### config.mk
export PLATFORM = sky130hd
export DESIGN_NAME = regfile_scoreboard
export DESIGN_NICKNAME = d
export VERILOG_FILES = /design/src/rtl/regfile_scoreboard.sv
export SDC_FILE = /design/constraint.sdc
export NUM_CORES = 2
export LEC_CHECK = 0
export CAP_MARGIN = 10
export CORE_MARGIN = 1
export CORE_UTILIZATION = 60
export DETAILED_ROUTE_END_ITERATION = 6
export GPL_ROUTABILITY_DRIVEN = 0
export HOLD_SLACK_MARGIN = 0.03
export PLACE_DENSITY = 0.79
export SLEW_MARGIN = 20
export SYNTH_ARGS = -nofsm -noshare
export SYNTH_HDL_FRONTEND = slang
export SYNTH_SLANG_ARGS = --single-unit
### constraint.sdc
create_clock -name clk -period 10.4 [get_ports clk]
set_input_delay 1.56 -clock clk [delete_from_list [all_inputs] [get_ports clk]]
set_output_delay 1.56 -clock clk [all_outputs]
set_load 0.03 [all_outputs]
### src/rtl/regfile_scoreboard.sv
// Architectural register file with per-register pending-write scoreboard,
// writeback bypass and a registered ID->EX operand stage (RV32I/RV32E).
module regfile_scoreboard #(
  parameter int DATA_WIDTH = 32,
  parameter bit RV32E      = 1'b1,
  parameter int PEND_W     = 2
) (
  input  logic                  clk,
  input  logic                  resetn,
  input  logic                  id_valid,
  output logic                  id_ready,
  input  logic [4:0]            id_rs1,
  input  logic [4:0]            id_rs2,
  input  logic [4:0]            id_rd,
  input  logic                  id_rd_wen,
  input  logic                  id_ecall,
  output logic                  ex_valid,
  input  logic                  ex_ready,
  output logic [DATA_WIDTH-1:0] ex_rdata1,
  output logic [DATA_WIDTH-1:0] ex_rdata2,
  output logic [4:0]            ex_rd,
  output logic                  ex_rd_wen,
  input  logic                  wb_valid,
  input  logic                  wb_wen,
  input  logic [4:0]            wb_waddr,
  input  logic [DATA_WIDTH-1:0] wb_wdata,
  input  logic                  flush
);

  localparam logic [4:0]        ECALL_REG = RV32E ? 5'd15 : 5'd17;
  localparam logic [PEND_W-1:0] PEND_MAX  = '1;

  logic [DATA_WIDTH-1:0] regs     [32];
  logic [PEND_W-1:0]     pend     [32];
  logic [PEND_W-1:0]     pend_nxt [32];

  logic [4:0]            rs2_eff;
  logic                  wb_hit, fire, fl_dec, rd_trk;
  logic                  blk1, blk2, rd_sat;
  logic [DATA_WIDTH-1:0] rdata1, rdata2;
  logic [PEND_W:0]       psum, pdec, psub;

  // x0 and, in RV32E, any index with bit 4 set are outside the register file
  function automatic logic legal(input logic [4:0] idx);
    return (idx != 5'd0) && !(RV32E && idx[4]);
  endfunction

  always_comb begin
    rs2_eff = id_ecall ? ECALL_REG : id_rs2;
    wb_hit  = wb_valid & wb_wen & legal(wb_waddr);
    // a source is free if a writeback this cycle retires its last pending write
    blk1 = legal(id_rs1) && (pend[id_rs1] != '0) &&
           !(wb_hit && (wb_waddr == id_rs1) && (pend[id_rs1] == PEND_W'(1)));
    blk2 = legal(rs2_eff) && (pend[rs2_eff] != '0) &&
           !(wb_hit && (wb_waddr == rs2_eff) && (pend[rs2_eff] == PEND_W'(1)));
    rd_sat   = id_rd_wen && legal(id_rd) && (pend[id_rd] == PEND_MAX);
    id_ready = (~ex_valid | ex_ready) & ~flush & ~blk1 & ~blk2 & ~rd_sat;
    fire     = id_valid & id_ready;
    rd_trk   = fire & id_rd_wen & legal(id_rd);
    fl_dec   = flush & ex_valid & ex_rd_wen & legal(ex_rd);

    rdata1 = '0;
    if (legal(id_rs1))
      rdata1 = (wb_hit && (wb_waddr == id_rs1)) ? wb_wdata : regs[id_rs1];
    rdata2 = '0;
    if (legal(rs2_eff))
      rdata2 = (wb_hit && (wb_waddr == rs2_eff)) ? wb_wdata : regs[rs2_eff];
  end

  // issue increment and writeback/flush decrements combine arithmetically, floor at 0
  always_comb begin
    psum = '0;
    pdec = '0;
    psub = '0;
    for (int unsigned i = 0; i < 32; i++) begin
      psum = {1'b0, pend[i]} + (PEND_W+1)'(rd_trk && (id_rd == i[4:0]));
      pdec = (PEND_W+1)'(wb_hit && (wb_waddr == i[4:0])) +
             (PEND_W+1)'(fl_dec && (ex_rd == i[4:0]));
      psub = psum - pdec;
      pend_nxt[i] = (psum > pdec) ? psub[PEND_W-1:0] : '0;
    end
  end

  always_ff @(posedge clk or negedge resetn) begin
    if (!resetn) begin
      for (int unsigned i = 0; i < 32; i++) begin
        regs[i] <= '0;
        pend[i] <= '0;
      end
    end else begin
      for (int unsigned i = 0; i < 32; i++)
        pend[i] <= pend_nxt[i];
      if (wb_hit)
        regs[wb_waddr] <= wb_wdata;
    end
  end

  always_ff @(posedge clk or negedge resetn) begin
    if (!resetn) begin
      ex_valid  <= 1'b0;
      ex_rdata1 <= '0;
      ex_rdata2 <= '0;
      ex_rd     <= '0;
      ex_rd_wen <= 1'b0;
    end else if (flush) begin
      ex_valid <= 1'b0;
    end else if (fire) begin
      ex_valid  <= 1'b1;
      ex_rdata1 <= rdata1;
      ex_rdata2 <= rdata2;
      ex_rd     <= id_rd;
      ex_rd_wen <= id_rd_wen;
    end else if (ex_ready) begin
      ex_valid <= 1'b0;
    end
  end

endmodule

==> results by group <==
Worst setup path
  • Internal reg-to-reg setup slack: 6290 ps
  • Total stage count of the critical path: 8
  • CP arrival: 5440 ps
  • Critical path's slowest cell: clkdlybuf4s50_1
  • Worst path cell trace: buf_6 -> buf_4 -> or2_4 -> o31ai_1 -> a311oi_1 -> a211oi_1 -> nor4b_1 -> clkdlybuf4s50_1
  • Kind of critical path: in -> out
  • Crit path launch type: primary input
  • Reg2reg path depth: 13
  • Critical Path RT: 8840 ps
  • Buf/Inv on CP: 3
  • Crit end category: primary output
  • CP Capture Point: id_ready
  • RR Startpoint: pend[34]$_DFF_PN0_
  • Max stage delay on crit path: 770 ps
  • R2R Path End: pend[58]$_DFF_PN0_
  • CP delay by family, top: buffers and inverters
  • Critical Path Fanout Max: 75
  • Critical path launch point: id_rs2[0]

CTS
  • Clock Sinks: 615
  • Cts bufs inserted: 67
  • Hold-fix buffers, CTS: 0
  • Resize count post-CTS: 0
  • Worst-case clock buffer depth: 3
  • # Post-CTS Setup Buffers: 0
  • CTS root buffer: clkbuf_16
  • H-tree depth: 3
  • CTS tree: yes
  • Clk_lat worst skew: 630 ps
  • Clock-pin slew on the worst setup and hold paths: 60 ps

Global route
  • Global-route wire length before repair: 165,800 um
  • Number of global-route vias before repair: 28,983
  • Largest net degree at the start of global routing: 176
  • Remaining Overflow, GRT: 0
  • Total GRT Usage: 36.51%
  • Initial antenna violation count: 2

Floorplanning
  • # rows: 87
  • Initial core utilization: 61.16%
  • Num ports: 133
  • Chip width: 242.7 um
  • Core footprint: 56,820 um2
  • Die H: 242.7 um
  • Die area: 58,880 um2

STA
  • Slew Limit Fails: 0
  • Final worst setup slack: 3402 ps
  • Max_slew headroom: 21.18%
  • Max Freq: 0.1429 GHz
  • RSZ-0062 raised after global routing: false
  • Clock skew: 29.90 ps
  • Final hold vios: 0
  • Worst Tran Pin Value: 1182 ps
  • Crit path time final: 6998 ps
  • Min Hold Slack: 395.1 ps
  • Final setup viols: 0
  • Tcrit/Tclk final: 67.29%
  • Final TNS setup: 0 ps

Route
  • Pre-antenna DRT Iters: 6
  • Via count: 27,702
  • Top Layer Used: met4
  • Met2 WL post-DR: 49,180 um
  • Wire per inst: 26.60 um
  • DR DRC count: 0
  • Met1 WL: 37,920 um
  • Via density: 6.932
  • DR WL met3: 12,620 um
  • Initial DRC count: 3,780
  • Final wirelength: 106,300 um
  • Antenna-violating nets left: 0

Run status
  • Run status: finished clean

Place
  • Placed Instances: 3,873
  • I/O Buffers: 132
  • HPWL Detailed: 58,340 um
  • Post-Place Setup Slack: 3064 ps

Yosys
  • Syn Area/Cell: 10.76 um2
  • Ys Warns: 0
  • Ys async rst share: 100.0%
  • Gate Count Post-Synth: 3,229
  • Yosys reg bits: 615
  • Synth Flop Type: dfrtp_1
  • EDFF count, synth: 0
  • Synthesized cell area: 34,750 um2
  • Register area share after synthesis: 44.29%
  • Yosys cell types: 66

Final layout
  • Commonest non-fill, non-tap cells in the layout: 851 x nand2_1, 615 x dfrtp_1, 476 x mux2_2
  • Commonest non-fill, non-tap cell in the layout: nand2_1
  • Area Overhead vs Synth: 11.20%
  • Share of cells above drive strength 1: 26.81%
  • Finished Layout Cells: 3,996
  • Post-layout util: 68.01%
  • Final nets: 3,329

Power
  • Leakage power: 17.82 nW
  • Worst vdd ir: 0.1277 mV
  • PwrDens: 181.5 nW/um2

Min path
  • Hold_sp: regs[1006]$_DFFE_PN0P_
  • Min-Delay Path Class: reg -> reg

Run
  • Max-Cap Viols: 0
-- worst register-to-register path, cell delays in order (launching register included) --
cell,delay (ps)
dfrtp_1,440
or3b_2,480
a21oi_1,170
o22ai_1,100
a311oi_1,310
a211oi_1,150
nor3_4,250
buf_4,540
and4bb_1,330
ha_1,170
inv_1,60
fa_1,490
or3_1,360
a21oi_1,170
-- through the flow --
stage	area [um2]	total power (W)
global placement	36360	0.004494
finish	38640	0.007014
floorplan	34760	0.004024
global route	38640	0.007268
detailed placement	36360	0.004587
CTS	38570	0.006995
-- cell families after synthesis --
| logic type | Yosys count | share of synthesized area (%) |
|---|---|---|
| buf+inv | 367 | 4.187 |
| flops | 615 | 44.29 |
| fa+ha+maj | 80 | 3.226 |
| xor+xnor | 6 | 0.1512 |
| compound gates | 425 | 7.889 |
| simple gates | 1046 | 12.22 |
| mux | 689 | 28.03 |
| other cells | 1 | 0.01079 |
-- area by class of cell --
cell class                 count  area [um2]
clock buffer                  91        1919
sequential                   615       15390
inverter                      68       255.2
multi-input combinational   2249       18040
clock inverter                28       291.5
tap                          756       945.9
timing repair buffer         187        1792
antenna                        2       5.005
fill                        4054       18180
-- state kept, by name (all words and copies together) (netlist names) --
signal,flops
pend,32
ex_rd_wen,1
ex_rdata1,32
ex_valid,1
ex_rd,5
ex_rdata2,32
regs,512
-- where the power goes --
part	internal, W	switching [W]	leakage [nW]
registers	0.00275	0.000296	8.20
clock network	0.00140	0.00102	1.09
logic	0.000754	0.000792	8.53
total	0.00491	0.00211	17.8
-- per-layer routing --
layer / global-route usage, % / up-vias
met5: 0 / -
met4: 21.99 / 0
met3: 9.000 / 564
met2: 56.62 / 2061
met1: 46.62 / 13739
li1: - / 11338
-- how the worst min path moves through the flow --
stage | endpoint | depth (start not counted)
global route | regs[998]$_DFFE_PN0P_ | 0
global placement | regs[996]$_DFFE_PN0P_ | 0
floorplan | regs[1000]$_DFFE_PN0P_ | 1
CTS | regs[1016]$_DFFE_PN0P_ | 0
finish | regs[1006]$_DFFE_PN0P_ | 0
detailed placement | regs[1016]$_DFFE_PN0P_ | 0
-- cell usage after synthesis, drive strengths merged (3+ instances only) --
cell	n	area (um2)
nand2	852	3198
ha	64	800.8
and4	3	26.28
o311ai	32	280.3
nand2b	24	150.1
nand3b	10	75.07
o21ai	80	400.4
nand3	6	30.03
buf	78	370.4
or3	17	106.4
mux2	500	5720
a31oi	33	206.5
and3	11	68.82
nor2b	4	25.02
clkbuf	221	829.6
mux4	170	3829
nor4	4	25.02
o22ai	34	212.7
fa	16	320.3
nor3	9	50.05
and2	3	18.77
o211ai	33	247.7
nor2	85	319.1
a21oi	128	640.6
inv	67	251.5
o221ai	65	575.6
or2	3	18.77
dfrtp	615	15390
nor3b	3	22.52
xor2	5	43.79
mux2i	19	190.2
Power figures use the tool's default switching activity.
